$ cat src/rtl/op_sequencer.sv
// Iterating operation-class sequencer: classifies a/b, pulses the class enable, awaits the
// datapath ack (with optional timeout) and counts ITERS iterations. `OP_STATS_EN adds per-class entry counters.
module op_sequencer #(
  parameter int WIDTH       = 4,
  parameter int ITERS       = 8,
  parameter int ACK_TIMEOUT = 15,
  localparam int CNT_W      = $clog2(ITERS + 1)
) (
  input  logic             clk,
  input  logic             reset,
  input  logic             start,
  input  logic             abort,
  input  logic [WIDTH-1:0] a,
  input  logic [WIDTH-1:0] b,
  input  logic             op_ack,
  output logic             done,
  output logic             busy,
  output logic             sumen,
  output logic             multien,
  output logic             consten,
  output logic             erroren,
  output logic             counten,
  output logic [CNT_W-1:0] iter_count,
  output logic             timeout_flag
`ifdef OP_STATS_EN
  ,
  output logic [CNT_W-1:0] stat_sum,
  output logic [CNT_W-1:0] stat_mul,
  output logic [CNT_W-1:0] stat_const,
  output logic [CNT_W-1:0] stat_err
`endif
);

  localparam int WAIT_W = (ACK_TIMEOUT > 0) ? $clog2(ACK_TIMEOUT + 1) : 1;

  typedef enum logic [1:0] {
    S_IDLE,
    S_CONTROL,
    S_EXEC,
    S_COUNT
  } state_t;

  // Encoding order matches the bit order of en_vec below.
  typedef enum logic [1:0] {
    OP_SUM,
    OP_MUL,
    OP_CONST,
    OP_ERR
  } op_t;

  state_t             state_q, state_d;
  op_t                op_sel_q, op_sel_d;
  logic [CNT_W-1:0]   iter_q, iter_d;
  logic               tflag_q, tflag_d;
  logic [WAIT_W-1:0]  wait_q, wait_d;

  logic [CNT_W-1:0]   iter_inc;
  logic [WAIT_W-1:0]  wait_inc;
  logic [3:0]         en_vec;

  function automatic op_t classify(input logic [WIDTH-1:0] x, input logic [WIDTH-1:0] y);
    if (x == '0 || y == '0) begin
      return OP_ERR;
    end else if (x < y) begin
      return OP_MUL;
    end else if (x == y) begin
      return OP_CONST;
    end else begin
      return OP_SUM;
    end
  endfunction

  assign iter_inc = iter_q + 1'b1;
  assign wait_inc = wait_q + 1'b1;

  always_comb begin
    state_d  = state_q;
    op_sel_d = op_sel_q;
    iter_d   = iter_q;
    tflag_d  = tflag_q;
    wait_d   = wait_q;
    case (state_q)
      S_IDLE: begin
        if (start) begin
          iter_d  = '0;
          tflag_d = 1'b0;
          state_d = S_CONTROL;
        end
      end
      S_CONTROL: begin
        op_sel_d = classify(a, b);
        wait_d   = '0;
        state_d  = abort ? S_IDLE : S_EXEC;
      end
      S_EXEC: begin
        // abort outranks both the ack and the timeout
        if (abort) begin
          state_d = S_IDLE;
        end else if (op_sel_q == OP_ERR || op_ack) begin
          state_d = S_COUNT;
        end else if (ACK_TIMEOUT > 0) begin
          wait_d = wait_inc;
          if (wait_inc == WAIT_W'(ACK_TIMEOUT)) begin
            tflag_d = 1'b1;
            state_d = S_COUNT;
          end
        end
      end
      S_COUNT: begin
        if (abort) begin
          state_d = S_IDLE;
        end else begin
          iter_d  = iter_inc;
          state_d = (iter_inc >= CNT_W'(ITERS)) ? S_IDLE : S_CONTROL;
        end
      end
      default: state_d = S_IDLE;
    endcase
  end

  always_ff @(posedge clk) begin
    if (reset) begin
      state_q  <= S_IDLE;
      op_sel_q <= OP_SUM;
      iter_q   <= '0;
      tflag_q  <= 1'b0;
      wait_q   <= '0;
    end else begin
      state_q  <= state_d;
      op_sel_q <= op_sel_d;
      iter_q   <= iter_d;
      tflag_q  <= tflag_d;
      wait_q   <= wait_d;
    end
  end

  for (genvar gi = 0; gi < 4; gi++) begin : g_en
    assign en_vec[gi] = (state_q == S_EXEC) && (op_sel_q == op_t'(gi));
  end

  assign sumen        = en_vec[OP_SUM];
  assign multien      = en_vec[OP_MUL];
  assign consten      = en_vec[OP_CONST];
  assign erroren      = en_vec[OP_ERR];
  assign done         = (state_q == S_IDLE);
  assign busy         = (state_q != S_IDLE);
  assign counten      = (state_q == S_COUNT);
  assign iter_count   = iter_q;
  assign timeout_flag = tflag_q;

`ifdef OP_STATS_EN
  logic [4*CNT_W-1:0] stat_vec;

  // One counter per class, bumped on each CONTROL->EXEC transition of that class.
  for (genvar gi = 0; gi < 4; gi++) begin : g_stat
    logic [CNT_W-1:0] cnt_q, cnt_d;

    always_comb begin
      cnt_d = cnt_q;
      if (state_q == S_IDLE && start) begin
        cnt_d = '0;
      end else if (state_q == S_CONTROL && !abort && op_sel_d == op_t'(gi)) begin
        cnt_d = cnt_q + 1'b1;
      end
    end

    always_ff @(posedge clk) begin
      if (reset) begin
        cnt_q <= '0;
      end else begin
        cnt_q <= cnt_d;
      end
    end

    assign stat_vec[gi*CNT_W +: CNT_W] = cnt_q;
  end

  assign stat_sum   = stat_vec[0*CNT_W +: CNT_W];
  assign stat_mul   = stat_vec[1*CNT_W +: CNT_W];
  assign stat_const = stat_vec[2*CNT_W +: CNT_W];
  assign stat_err   = stat_vec[3*CNT_W +: CNT_W];
`endif

endmodule

$ cat config.mk
export PLATFORM = sky130hd
export DESIGN_NAME = op_sequencer
export DESIGN_NICKNAME = d
export VERILOG_FILES = /design/src/rtl/op_sequencer.sv
export SDC_FILE = /design/constraint.sdc
export NUM_CORES = 1
export LEC_CHECK = 0
export CORE_UTILIZATION = 38
export DETAILED_ROUTE_END_ITERATION = 10
export GPL_ROUTABILITY_DRIVEN = 0
export PLACE_DENSITY_LB_ADDON = 0.3
export SKIP_LAST_GASP = 1
export SLEW_MARGIN = 20
export SYNTH_ARGS = -nofsm -noshare
export SYNTH_HDL_FRONTEND = slang
export SYNTH_SLANG_ARGS = --single-unit
$ cat constraint.sdc
create_clock -name clk -period 2.2 [get_ports clk]
set_clock_uncertainty 0.1 [all_clocks]
set_input_delay 0.44 -clock clk [delete_from_list [all_inputs] [get_ports clk]]
set_output_delay 0.44 -clock clk [all_outputs]
set_load 0.02 [all_outputs]
Yosys cells after proc, flatten, opt, wreduce, memory -nomap -nowiden:

Cells that the tools add are included.

* bits in registers: 13
* bits of input ports: 13
* output and inout bits: 12
* logic and storage cells: 63

* add/subtract/negate cells: 2
* magnitude comparators: 2
* equal/unequal tests: 14
* muxes and demuxes: 22
* reduce and logical (&&, ||, !) cells: 18

Operator list (number)
* $mux 2: 8
* $mux 4: 4
* $pmux 4 s2: 2
* $ne 2x2->1 const B: 5
* $add 4x1->4 const B: 2
* $eq 2x2->1 const B: 4
* $logic_not 4->1: 2
* $pmux 2 s4: 1
* $reduce_bool 2->1: 4
* $mux 1: 6
* $reduce_and 3->1: 2
* $reduce_and 5->1: 1
* $eq 2x1->1 const B: 2
* $eq 4x4->1: 1
* $eq 4x4->1 const B: 1
* $ge 4x4->1 const B: 1
* $logic_and 1x1->1: 4
* $logic_not 2->1: 2
* $lt 4x4->1: 1
* $ne 4x4->1 const B: 1
* $logic_or 1x1->1: 2
* $pmux 1 s2: 1
* $reduce_and 2->1: 1

Longest topological paths before layout:

* depth after elaboration: 6
* mapped depth: 6
* gate-level depth less buffers: 6

Worst setup path after synthesis:

No wires, ideal clock.

* path type: reg2out
* from: register state_q[1]
* to: output multien
* arrival time: 1265 ps
* required time: 1660 ps
* setup slack: 395 ps
* cell stages (with the launch flop): 5
* path buffers: 1
* path through: dfxtp_1 clkbuf_1 nor2b_1 nand2_1 nor2_1

* word-level cells in the longest chain between the ends: 2

Ends and longest elaborated chain
* start, declared: RTL line 51 `state_t state_q, state_d;`
* start signal, assigned: RTL line 129 `state_q <= state_d;`
* $eq 2x2->1: RTL line 138 `assign en_vec[gi] = (state_q == S_EXEC) && (op_sel_q == op_t'(gi));`
* $logic_and 1x1->1: RTL line 138
* end, declared: RTL line 19 `output logic multien,`

No other way between the ends.

Final worst setup path:

* from: register state_q[1]
* to: output erroren

* word-level cells in the longest chain between the ends: 2

Ends and longest elaborated chain
* $eq 2x2->1: RTL line 138
* $logic_and 1x1->1: RTL line 138
* end, declared: RTL line 21 `output logic erroren,`

No other way between the ends.

==> results.yml <==
cells_and_area:
  drive_above_1_share_pct: 10.9
  antenna_cells: 0
  area_delta_synth_final_pct: 37.6
  final_cells: 166
  layout.cells.most_common: "clkdlybuf4s50_1"
  num-fill-cells: 217
  final_cell_area_sq_um: 1230
  regArea_sq_um: 262
  multi_input_area_sq_um: 591
  layout_common_cells: "clkdlybuf4s50_1 (20), dfxtp_1 (12), inv_1 (8), nand2b_1 (8), a21oi_1 (8)"
  layout.nets: 159
pwr:
  power_frac_seq_pct: 49.2
  p_sw_share_pct: 28.5
  pwr-share-clk_pct: 29.7
  p_int_w: 0.000366
  powerDensity_nw_per_um2: 417
  power.total_w: 0.000512
  ir_drop_uv: 206
  p_comb_share_pct: 21.1
  p_sw_w: 0.000146
  p_leak_nw: 0.484
drt:
  drt_wl_total_um: 2150
  ant_nets: 0
  dr.pass1.iters: 6
  drc: 0
  drt_iter0_markers: 18
  num_vias: 911
  vias_per_cell: 5.49
  wl_per_cell_um: 12.9
global_route:
  grtUsageMet3_pct: 3.94
  grt_max_degree: 10
  grt_pass1_wl_um: 3440
  use_met1_pct: 22.5
  grt-ovfl-total: 0
  antenna_found_initial: 0
  grt_busiest_layer: "met2"
  met2_usage_pct: 29.1
  grt_pass1_vias: 831
  grt_use_total_pct: 17.6
floorplanning:
  die_h_um: 50.5
  die_w_um: 50.5
  initial_core_util_pct: 40.3
  core_area_sq_um: 2210
  std_cell_rows: 17
  io-pin-count: 25
  fp.dieArea_sq_um: 2550
yosys:
  ys_types: 38
  ys_seq_area_share_pct: 29.2
  yosys.area.top_type: "dfxtp_1"
  syn_inst: 107
  yosys-top-cells-area: "dfxtp_1 (29%), ha_1 (9.8%), nand2b_1 (5.6%)"
  synth_nets: 127
  synth.avg_cell_area_sq_um: 8.34
  yosysWarnings: 0
  synth_top_area_share_pct: 29.2
  ys_ff_latch: 13
  synth_area_sq_um: 892
critical_path:
  critPathArrivalTime_ns: 1.66
  critPathTopFamily: "buffers and inverters"
  required_ns: 1.66
  worstSetupPathType: "flip-flop to primary output"
  path_max_fanout: 4
  path_buf_inv: 1
  slowest_stage: "clkdlybuf4s50_1"
  slowest_delay_ns: 0.60
  crit_chain: "nor2b_4, and3_2, clkdlybuf4s50_1"
  worst_setup_path_end_kind: "primary output"
  critPathLaunchType: "flip-flop"
sta:
  totalNegativeSetupSlack_ns: 0
  worst_pin_slew_ns: 0.350
  max_freq_mhz: 455
  setup_ws_ns: 0.00279
  min_period_ns: 2.20
  slew_viol_final: 0
  slew_headroom_pct: 76.4
  rsz0062_at_grt: "yes"
  fin_crit_sh_pct: 99.9
  hold_viol_final: 0
  setup_viol: 0
placement:
  placed_cell_area_sq_um: 1190
  dp_cells: 162
  numPortBuffers: 24
  dp_hpwl_um: 1620
  dp_slack_ns: 0.0424
hold_path:
  worst_hold_path_type: "flip-flop to flip-flop"
cts:
  ctsLongestPathBuffers: 2
  cts_made_buffers: 3
  cts.sinks: 13
  clock_latency_ns: 0.28
  post_cts_buffers: 0
  cts_tree: "yes"
  cts_hold_buffers: 0
  cts.reportedPaths.clkPinSlew_ns: 0.08
  root_buffer: "clkbuf_4"
  htreeDepth: 1
flow_run:
  cap_violations: 0
run_status:
  status: "finished clean"
-- Yosys cell counts (all sizes together) --
cell and n:
a21o 3, a311o 1, o211ai 2, nand2b 8, nor2 8, xnor2 2, nand4 1, and3b 1
a221o 1, a21oi 8, a211o 1, nor2b 2, nand3b 4, a31oi 2, ha 7, or3 2
dlymetal6s2s 1, and4b 1, nand2 7, xor2 1, clkbuf 1, dfxtp 13, and2 2, a211oi 5
nand4b 1, o21ai 2, nand3 2, inv 8, buf 1, o41ai 1, nor3 2, nor4 2
o311ai 1, a41oi 1, and3 1, a22oi 1
-- repair_timing --
action	4_1_cts	5_1_grt
gates resized for setup	5	3
pin swaps	0	0
setup endpoints to repair	6	3
-- kinds of logic after synthesis --
family,share of synthesized area [%]
flops,29.2
compound gates,24.0
buf+inv,6.03
fa+ha+maj,9.82
simple gates,28.1
xor+xnor,2.95
-- registers in the layout, summed over array words and instances, names as in the netlist --
| register | cells |
|---|---|
| iter_count | 4 |
| state_q | 2 |
| wait_q | 4 |
| op_sel_q | 2 |
| timeout_flag | 1 |
-- path summary, 6_finish.rpt --
check	from	endpoint	slack [ns]	depth (start not counted)
max	state_q[1]	erroren	0.003	3
min	iter_count[3]	iter_count[3]	0.43	2
max reg2reg	wait_q[0]	timeout_flag	0.72	5
min reg2reg	iter_count[3]	iter_count[3]	0.43	2
-- cell type report --
type,count,share of cell area (%)
tap,28,2.85
inverter,8,2.45
clock buffer,4,2.14
multi-input combinational,83,48.1
sequential,13,21.3
timing repair buffer,30,23.1
-- worst min-delay path: cells and delay by family, from the launching register on --
kind,cells,cell delay [ns]
AO/OA/AOI/OAI,2,0.14
flip-flops,1,0.35
-- routing by layer --
| layer | vias up | wire length, um |
|---|---|---|
| li1 | 452 | - |
| met1 | 435 | 986 |
| met2 | 24 | 1060 |
| met3 | 0 | 101 |
| met4 | 0 | 0 |
| met5 | - | 0 |
-- metrics by stage --
step / utilization [%] / hold slack (ns)
after floorplan: - / 0.406
after global placement: 53.7 / 0.399
after detailed placement: 53.7 / 0.408
after CTS: 54.9 / 0.425
after global routing: 55.5 / 0.457
final: 55.5 / 0.425
-- power by group through the flow --
stage / combinational, W / sequential, W / clock (W)
floorplan: 0.0000535 / 0.000254 / 0
global placement: 0.000103 / 0.000256 / 0
detailed placement: 0.000106 / 0.000257 / 0
CTS: 0.000106 / 0.000251 / 0.000154
global route: 0.000117 / 0.000253 / 0.000166
finish: 0.000108 / 0.000252 / 0.000152
Note: power is estimated with default switching activity, not from simulation.
